### src/rtl/wb_port_arbiter.sv
// Register-file write-port arbiter: pipeline writeback has priority, MDU results
// are buffered in a small FIFO and drained on idle cycles or by a starvation guard.
module wb_port_arbiter #(
    parameter int DATA_W     = 32,
    parameter int REG_W      = 5,
    parameter int FIFO_DEPTH = 2,
    parameter int STARVE_MAX = 4
) (
    input  logic                        clk,
    input  logic                        rst_n,
    input  logic                        pipe_valid,
    input  logic [REG_W-1:0]            pipe_reg,
    input  logic [DATA_W-1:0]           pipe_data,
    output logic                        pipe_stall,
    input  logic                        mdu_valid,
    output logic                        mdu_ready,
    input  logic [REG_W-1:0]            mdu_reg,
    input  logic [DATA_W-1:0]           mdu_data,
    output logic                        rf_we,
    output logic [REG_W-1:0]            rf_waddr,
    output logic [DATA_W-1:0]           rf_wdata,
    output logic [$clog2(FIFO_DEPTH):0] fifo_count
);

    localparam int PTR_W = $clog2(FIFO_DEPTH);
    localparam int CNT_W = PTR_W + 1;
    localparam int SC_W  = $clog2(STARVE_MAX + 1);
    localparam logic [CNT_W-1:0] DEPTH_C = CNT_W'(FIFO_DEPTH);
    localparam logic [SC_W-1:0]  SC_MAX  = SC_W'(STARVE_MAX);

    logic [REG_W-1:0]  mem_reg_q  [FIFO_DEPTH];
    logic [REG_W-1:0]  mem_reg_d  [FIFO_DEPTH];
    logic [DATA_W-1:0] mem_data_q [FIFO_DEPTH];
    logic [DATA_W-1:0] mem_data_d [FIFO_DEPTH];
    logic [PTR_W-1:0]  wr_ptr_q, wr_ptr_d;
    logic [PTR_W-1:0]  rd_ptr_q, rd_ptr_d;
    logic [CNT_W-1:0]  count_q, count_d;
    logic [SC_W-1:0]   starve_cnt_q, starve_cnt_d;
    logic              rf_we_q, rf_we_d;
    logic [REG_W-1:0]  rf_waddr_q, rf_waddr_d;
    logic [DATA_W-1:0] rf_wdata_q, rf_wdata_d;

    logic fifo_empty;
    logic force_mdu;
    logic grant_pipe;
    logic pop;
    logic push;

    // Grant selection; the starvation guard overrides pipeline priority.
    always_comb begin
        fifo_empty = (count_q == '0);
        force_mdu  = !fifo_empty && (starve_cnt_q == SC_MAX);
        grant_pipe = pipe_valid && !force_mdu;
        pop        = !grant_pipe && !fifo_empty;
        mdu_ready  = (count_q != DEPTH_C);
        push       = mdu_valid && mdu_ready;
        pipe_stall = pipe_valid && force_mdu;
    end

    always_comb begin
        mem_reg_d    = mem_reg_q;
        mem_data_d   = mem_data_q;
        wr_ptr_d     = wr_ptr_q;
        rd_ptr_d     = rd_ptr_q;
        count_d      = count_q + CNT_W'(push) - CNT_W'(pop);
        starve_cnt_d = starve_cnt_q;
        rf_we_d      = 1'b0;
        rf_waddr_d   = rf_waddr_q;
        rf_wdata_d   = rf_wdata_q;

        if (push) begin
            mem_reg_d[wr_ptr_q]  = mdu_reg;
            mem_data_d[wr_ptr_q] = mdu_data;
            wr_ptr_d             = wr_ptr_q + 1'b1;
        end
        if (pop) begin
            rd_ptr_d = rd_ptr_q + 1'b1;
        end

        if (fifo_empty || pop) begin
            starve_cnt_d = '0;
        end else if (grant_pipe && (starve_cnt_q != SC_MAX)) begin
            starve_cnt_d = starve_cnt_q + 1'b1;
        end

        // A write to r0 still consumes its slot but never asserts the enable.
        if (grant_pipe) begin
            rf_we_d    = (pipe_reg != '0);
            rf_waddr_d = pipe_reg;
            rf_wdata_d = pipe_data;
        end else if (pop) begin
            rf_we_d    = (mem_reg_q[rd_ptr_q] != '0);
            rf_waddr_d = mem_reg_q[rd_ptr_q];
            rf_wdata_d = mem_data_q[rd_ptr_q];
        end
    end

    always_ff @(posedge clk or negedge rst_n) begin
        if (!rst_n) begin
            mem_reg_q    <= '{default: '0};
            mem_data_q   <= '{default: '0};
            wr_ptr_q     <= '0;
            rd_ptr_q     <= '0;
            count_q      <= '0;
            starve_cnt_q <= '0;
            rf_we_q      <= 1'b0;
            rf_waddr_q   <= '0;
            rf_wdata_q   <= '0;
        end else begin
            mem_reg_q    <= mem_reg_d;
            mem_data_q   <= mem_data_d;
            wr_ptr_q     <= wr_ptr_d;
            rd_ptr_q     <= rd_ptr_d;
            count_q      <= count_d;
            starve_cnt_q <= starve_cnt_d;
            rf_we_q      <= rf_we_d;
            rf_waddr_q   <= rf_waddr_d;
            rf_wdata_q   <= rf_wdata_d;
        end
    end

    assign rf_we      = rf_we_q;
    assign rf_waddr   = rf_waddr_q;
    assign rf_wdata   = rf_wdata_q;
    assign fifo_count = count_q;

endmodule

### config.mk
export PLATFORM = sky130hd
export DESIGN_NAME = wb_port_arbiter
export DESIGN_NICKNAME = d
export VERILOG_FILES = /design/src/rtl/wb_port_arbiter.sv
export SDC_FILE = /design/constraint.sdc
export NUM_CORES = 1
export LEC_CHECK = 0
export ABC_CLOCK_PERIOD_IN_PS = 2300
export CORE_AREA = 4 4 86 148
export DETAILED_ROUTE_END_ITERATION = 12
export DIE_AREA = 0 0 90 152
export PLACE_DENSITY = 0.74
export SYNTH_ARGS = -nofsm -noshare
export SYNTH_HDL_FRONTEND = slang
export SYNTH_SLANG_ARGS = --single-unit
### constraint.sdc
create_clock -name clk -period 2.3 [get_ports clk]
set_input_delay 0.345 -clock clk [delete_from_list [all_inputs] [get_ports clk]]
set_output_delay 0.345 -clock clk [all_outputs]
set_load 0.005 [all_outputs]
==> results of run 1 <==
[through the flow]
stage	total power (uW)	utilization	setup WS, ns	area [um2]	hold WS, ns
after floorplan	6140	-	0.415	5280	0.0494
after global placement	7560	0.577	0.190	6650	0.332
after detailed placement	7730	0.577	0.158	6650	0.342
after CTS	10600	0.634	0.0381	7300	0.454
after global routing	11100	0.634	0.0203	7300	0.480
final	10500	0.634	0.112	7300	0.443
[report_power, final]
part / internal (uW) / switching (uW)
sequential: 3140 / 727
combinational: 2380 / 1450
clock: 1900 / 887
[cells by family after synthesis]
group | Yosys count | share of synthesized area
mux | 111 | 0.249
buf+inv | 31 | 0.0351
xor+xnor | 5 | 0.00829
compound gates | 40 | 0.0758
fa+ha+maj | 4 | 0.00948
simple gates | 58 | 0.0583
flops | 119 | 0.564
[synthesized netlist by cell type]
library cell    n
inv_1           4
o211ai_2        1
a21boi_1        1
nor3_2          1
mux2i_1        37
nor3b_1         1
dfrtp_1       119
nor4_1          2
mux2_2         44
a32o_1          1
nand2b_2        1
clkbuf_1        7
xnor2_1         4
nand3b_1        1
and3b_1         1
mux2_4         30
and2_4          1
ha_1            4
xor2_1          1
nand3_2         1
nor2_1          5
buf_6           7
buf_2          13
nand2_1         4
nor3_1         40
a221o_1        37
[critical path: stages (launching register included)]
cell	delay [ns]
dfrtp_1	0.39
inv_1	0.07
ha_2	0.23
o211ai_2	0.13
nor2_1	0.10
clkdlybuf4s50_1	0.51
[worst max path at each step]
stage,endpoint,depth (start not counted)
2_1_floorplan,fifo_count[1],10
3_3_place_gp,fifo_count[1],8
3_5_place_dp,fifo_count[1],8
4_1_cts,pipe_stall,5
5_1_grt,pipe_stall,5
6_report,pipe_stall,5
[flip-flops by register name (all words and copies together) (netlist names)]
register      cells
mem_reg_q        10
fifo_count        2
rd_ptr_q          1
rf_we             1
starve_cnt_q      3
rf_wdata         32
mem_data_q       64
rf_waddr          5
wr_ptr_q          1
[timing repair]
item,4_1_cts,5_1_grt
endpoints found under the setup margin,0,1
resized for setup,0,1
hold endpoints to repair,32,0
hold buffers,1,0
[final cells by class]
cell class	instances	area, um2	area share
Multi-Input combinational cell	218	2150	0.294
Inverter	4	15.0	0.00206
Tap cell	135	169	0.0231
Clock buffer	25	526	0.0720
Clock inverter	7	113	0.0154
Antenna cell	1	2.50	0.000343
Sequential cell	119	2980	0.408
Timing Repair Buffer	132	1350	0.185
[routing by layer]
metal	track usage	wire length [um]
met5	0	0
met4	0.107	467
met3	0.0426	421
met2	0.357	7260
met1	0.213	4750
==> flow_metrics.env, run 1 <==
export IMPL_dp_cells=607
export IMPL_path_clk_slew_ns=0.05
export IMPL_crit_type="flip-flop to output port"
export IMPL_wire_per_inst_um=20.1
export IMPL_die_h_um=152
export IMPL_root_buffer="clkbuf_16"
export IMPL_vias_per_cell=5.58
export IMPL_clk_path_buf_depth=2
export IMPL_drv_cap=0
export IMPL_rows=52
export IMPL_cts_made_buffers=17
export IMPL_slew_violations=0
export IMPL_antenna_found_initial=1
export IMPL_worstReg2RegStart="fifo_count[0]"
export IMPL_worstReg2RegEnd="mem_data_q[37]"
export IMPL_max_clock_freq_mhz=457
export IMPL_gp_congestion=0.828
export IMPL_cp_max_fo=3
export IMPL_drt_iter0_drc=147
export IMPL_r2r_slack_ns=0.47
export IMPL_synth_area_leader_cell="dfrtp_1"
export IMPL_worstPathArrival_ns=1.84
export IMPL_startpoint="starve_cnt_q[0]"
export IMPL_final_cells=641
export IMPL_hold_path_class="input pin to asynchronous set/reset pin"
export IMPL_slew_limit_headroom=0.670
export IMPL_die_area_um2=13700
export IMPL_vdd_drop_max_mv=0.785
export IMPL_grt_overflow_total=0
export IMPL_avgSynthCellArea_um2=14.4
export IMPL_chipWidth_um=90
export IMPL_clk_latency_ns=0.41
export IMPL_io_buffers=119
export IMPL_vias=3578
export IMPL_seq_area_frac_synth=0.564
export IMPL_synthDistinctLibCells=26
export IMPL_drive_above_1_share=0.253
export IMPL_tns_ns=0
export IMPL_routed_wirelength_mm=12.9
export IMPL_finalClockSkew_ns=0.00604
export IMPL_postSynthNetCount=450
export IMPL_drc=0
export IMPL_endpoint_kind="output port"
export IMPL_start_util=0.459
export IMPL_finalSetupViolations=0
export IMPL_rsz0062_at_grt="false"
export IMPL_core_um2=11500
export IMPL_grt_usage=0.198
export IMPL_yosys_top_cells_area="dfrtp_1 (56%), mux2_2 (9.4%), mux2_4 (8.5%)"
export IMPL_grt_max_degree=71
export IMPL_cts_tree="done"
export IMPL_drt_pass1_iter_count=4
export IMPL_io_pins=120
export IMPL_cp_required_ns=1.96
export IMPL_worst_r2r_path_depth=4
export IMPL_synth_top_area_frac=0.564
export IMPL_p_leak_uw=0.00317
export IMPL_grt_pass1_vias=4052
export IMPL_synthesis_area_um2=5280
export IMPL_worst_pin_slew_ns=0.495
export IMPL_h_tree_depth=4
export IMPL_ant_nets=0
export IMPL_yosysWarnings=0
export IMPL_min_period_ns=2.19
export IMPL_syn2layout_area_growth_pct=38.3
export IMPL_fillers=889
export IMPL_fin_nets=574
export IMPL_ys_seq_elements=119
export IMPL_place_hpwl_mm=8.91
export IMPL_final_cell_mix="dfrtp_1 (118), clkdlybuf4s50_1 (118), mux2_2 (44)"
export IMPL_hold_viol_final=0
export IMPL_grt_first_pass_wirelength_mm=21.4
export IMPL_clock_sinks=119
export IMPL_post_route_period_util=0.951
export IMPL_critPathLaunchType="flip-flop"
export IMPL_netlist_instances=368
export IMPL_post_cts_buffers=0
export IMPL_status="completed"
export IMPL_p_per_area_nw_per_um2=1440
(Power assumes the default switching activity.)
==> inputs of run 2 (changes only) <==
--- a/config.mk
+++ b/config.mk
@@ -5,7 +5,7 @@
 export SDC_FILE = /design/constraint.sdc
 export NUM_CORES = 1
 export LEC_CHECK = 0
-export ABC_CLOCK_PERIOD_IN_PS = 2300
+export ABC_CLOCK_PERIOD_IN_PS = 2600
 export CORE_AREA = 4 4 86 148
 export DETAILED_ROUTE_END_ITERATION = 12
 export DIE_AREA = 0 0 90 152
@@ -13,3 +13,4 @@
 export SYNTH_ARGS = -nofsm -noshare
 export SYNTH_HDL_FRONTEND = slang
 export SYNTH_SLANG_ARGS = --single-unit
+export TNS_END_PERCENT = 5
==> constraint.sdc (replaced) <==
create_clock -name clk -period 2.6 [get_ports clk]
set_input_delay 0.39 -clock clk [delete_from_list [all_inputs] [get_ports clk]]
set_output_delay 0.39 -clock clk [all_outputs]
set_load 0.005 [all_outputs]
==> run 2 against run 1 <==
  * Critical path depth did not move
  * Core utilization fell by 1.4 points
  * Wire length fell by 2.6%
  * Clock power fell by 22%
  * First-iteration DRC count rose by 16%
  * Sequential cell count did not move
  * Combinational power fell by 14%
  * Total power fell by 15%
  * Clock-buffer cell count fell by 1
  * Global-route usage fell by 0.62 points
  * Sequential share of layout area rose by 0.92 points
  * Final area fell by 2.2%
==> flow_metrics.env, run 2 (synthesized netlist as in run 1, its figures left out) <==
export IMPL_gp_congestion=0.805
export IMPL_top_usage_layer="met2"
export IMPL_drive_above_1_share=0.239
export IMPL_met1_usage=0.200
export IMPL_slew_limit_headroom=0.523
export IMPL_vias_per_cell=5.67
export IMPL_switchingPower_uw=2640
export IMPL_cp_top_family="buffers and inverters"
export IMPL_p_leak_uw=0.00310
export IMPL_crit_chain="inv_1 -> ha_1 -> o211ai_2 -> nor2_1 -> clkdlybuf4s50_1"
export IMPL_drc=0
export IMPL_whs_ns=0.0532
export IMPL_worst_slack_ns=0.328
export IMPL_worst_pin_slew_ns=0.716
export IMPL_path_buf_inv=2
export IMPL_min_period_ns=2.27
export IMPL_placed_area_um2=6590
export IMPL_final_cell_mix="dfrtp_1 (118), clkdlybuf4s50_1 (118), mux2_2 (44)"
export IMPL_cp_required_ns=2.21
export IMPL_r2r_slack_ns=0.76
export IMPL_core_um2=11500
export IMPL_root_buffer="clkbuf_16"
export IMPL_io_pins=120
export IMPL_antenna_found_initial=2
export IMPL_largest_reg_flops=64
export IMPL_critPathLaunchType="flip-flop"
export IMPL_clk_path_buf_depth=2
export IMPL_drt_iter0_drc=170
export IMPL_grt_first_pass_wirelength_mm=20.5
export IMPL_swShare=0.298
export IMPL_hold_path_class="input pin to asynchronous set/reset pin"
export IMPL_path_clk_slew_ns=0.05
export IMPL_die_area_um2=13700
export IMPL_layout_cell_area_non_filler_um2=7140
export IMPL_grt_max_degree=120
export IMPL_slowest_delay_ns=0.51
export IMPL_crit_type="flip-flop to output port"
export IMPL_power_uw=8890
export IMPL_rows=52
export IMPL_place_hpwl_mm=8.40
export IMPL_endpoint_kind="output port"
export IMPL_grt_usage=0.192
export IMPL_p_per_area_nw_per_um2=1240
export IMPL_post_route_period_util=0.874
export IMPL_pwr_share_seq=0.386
export IMPL_ant_nets=0
export IMPL_chipWidth_um=90
export IMPL_finalSetupViolations=0
export IMPL_drv_cap=0
export IMPL_wire_per_inst_um=19.8
export IMPL_tns_ns=0
export IMPL_cp_max_fo=3
export IMPL_regMostFlops="mem_data_q"
export IMPL_fillers=917
export IMPL_start_util=0.459
export IMPL_status="completed"
export IMPL_post_cts_buffers=0
export IMPL_grt_pass1_vias=3987
export IMPL_io_buffers=119
export IMPL_vias=3595
export IMPL_rsz0062_at_grt="false"
export IMPL_syn2layout_area_growth_pct=35.2
export IMPL_worstPathArrival_ns=1.88
export IMPL_hold_viol_final=0
export IMPL_routed_wirelength_mm=12.6
export IMPL_dp_slack_ns=0.424
export IMPL_power_internal_uw=6240
export IMPL_slowest_stage="clkdlybuf4s50_1"
export IMPL_die_h_um=152
export IMPL_pwr_share_comb=0.369
export IMPL_vdd_drop_max_mv=0.586
export IMPL_cts_tree="done"
export IMPL_ctsHoldBuffers=0
export IMPL_groute_layer_met3_usage=0.0435
export IMPL_cts_made_buffers=17
export IMPL_clock_sinks=119
export IMPL_pwr_share_clk=0.244
export IMPL_finalClockSkew_ns=0.00714
export IMPL_drt_pass1_iter_count=4
export IMPL_grt_util_met2=0.343
export IMPL_ctsResizeCount=0
export IMPL_fin_nets=570
export IMPL_clk_latency_ns=0.40
export IMPL_max_clock_freq_mhz=440
export IMPL_h_tree_depth=4
export IMPL_slew_violations=0
export IMPL_grt_overflow_total=0
run 2: cell types whose count changed in the layout (fill, tap and decap cells not counted), sizes merged:
cell / before / now
diode: 1 / 2
clkinvlp: 1 / 0
clkbuf: 25 / 24
buf: 13 / 10
dlygate4sd3: 1 / 0
bufinv: 3 / 1
run 2: power by group through the flow:
| stage | Combinational, uW | Clock [uW] | Sequential (uW) |
|---|---|---|---|
| 3_3_place_gp | 3250 | 0 | 3380 |
| 2_1_floorplan | 2210 | 0 | 3230 |
| 6_report | 3280 | 2170 | 3430 |
| 3_5_place_dp | 3320 | 0 | 3450 |
| 5_1_grt | 3560 | 2300 | 3550 |
| 4_1_cts | 3340 | 2210 | 3440 |
run 2: worst paths after layout:
check / start / end / cells past startpoint
setup / recovery: starve_cnt_q[0] / pipe_stall / 5
hold / removal: rst_n / rf_wdata[26] / 2
setup reg to reg: rd_ptr_q / rf_wdata[11] / 4
hold reg to reg: starve_cnt_q[0] / starve_cnt_q[0] / 1
max in group asynchronous: rst_n / rd_ptr_q / 2
min in group clk: starve_cnt_q[0] / starve_cnt_q[0] / 1
run 2: per-stage QoR:
stage,instances,util
floorplan,368,-
global placement,604,0.572
detailed placement,604,0.572
CTS,632,0.620
global route,634,0.620
finish,634,0.620
run 2: layout make-up:
| class | instances | area, um2 | share of cell area |
|---|---|---|---|
| timing repair buffer | 128 | 1280 | 0.179 |
| multi-input combinational | 218 | 2140 | 0.300 |
| sequential | 119 | 2980 | 0.417 |
| inverter | 4 | 15.0 | 0.00210 |
| clock inverter | 4 | 45.0 | 0.00631 |
| clock buffer | 24 | 502 | 0.0703 |
| antenna | 2 | 5.00 | 0.000701 |
| tap | 135 | 169 | 0.0237 |
run 2: routing by layer:
metal | wire length, um | share of wire
met3 | 438 | 0.035
met5 | 0 | 0
met2 | 7010 | 0.56
met1 | 4650 | 0.37
met4 | 477 | 0.038
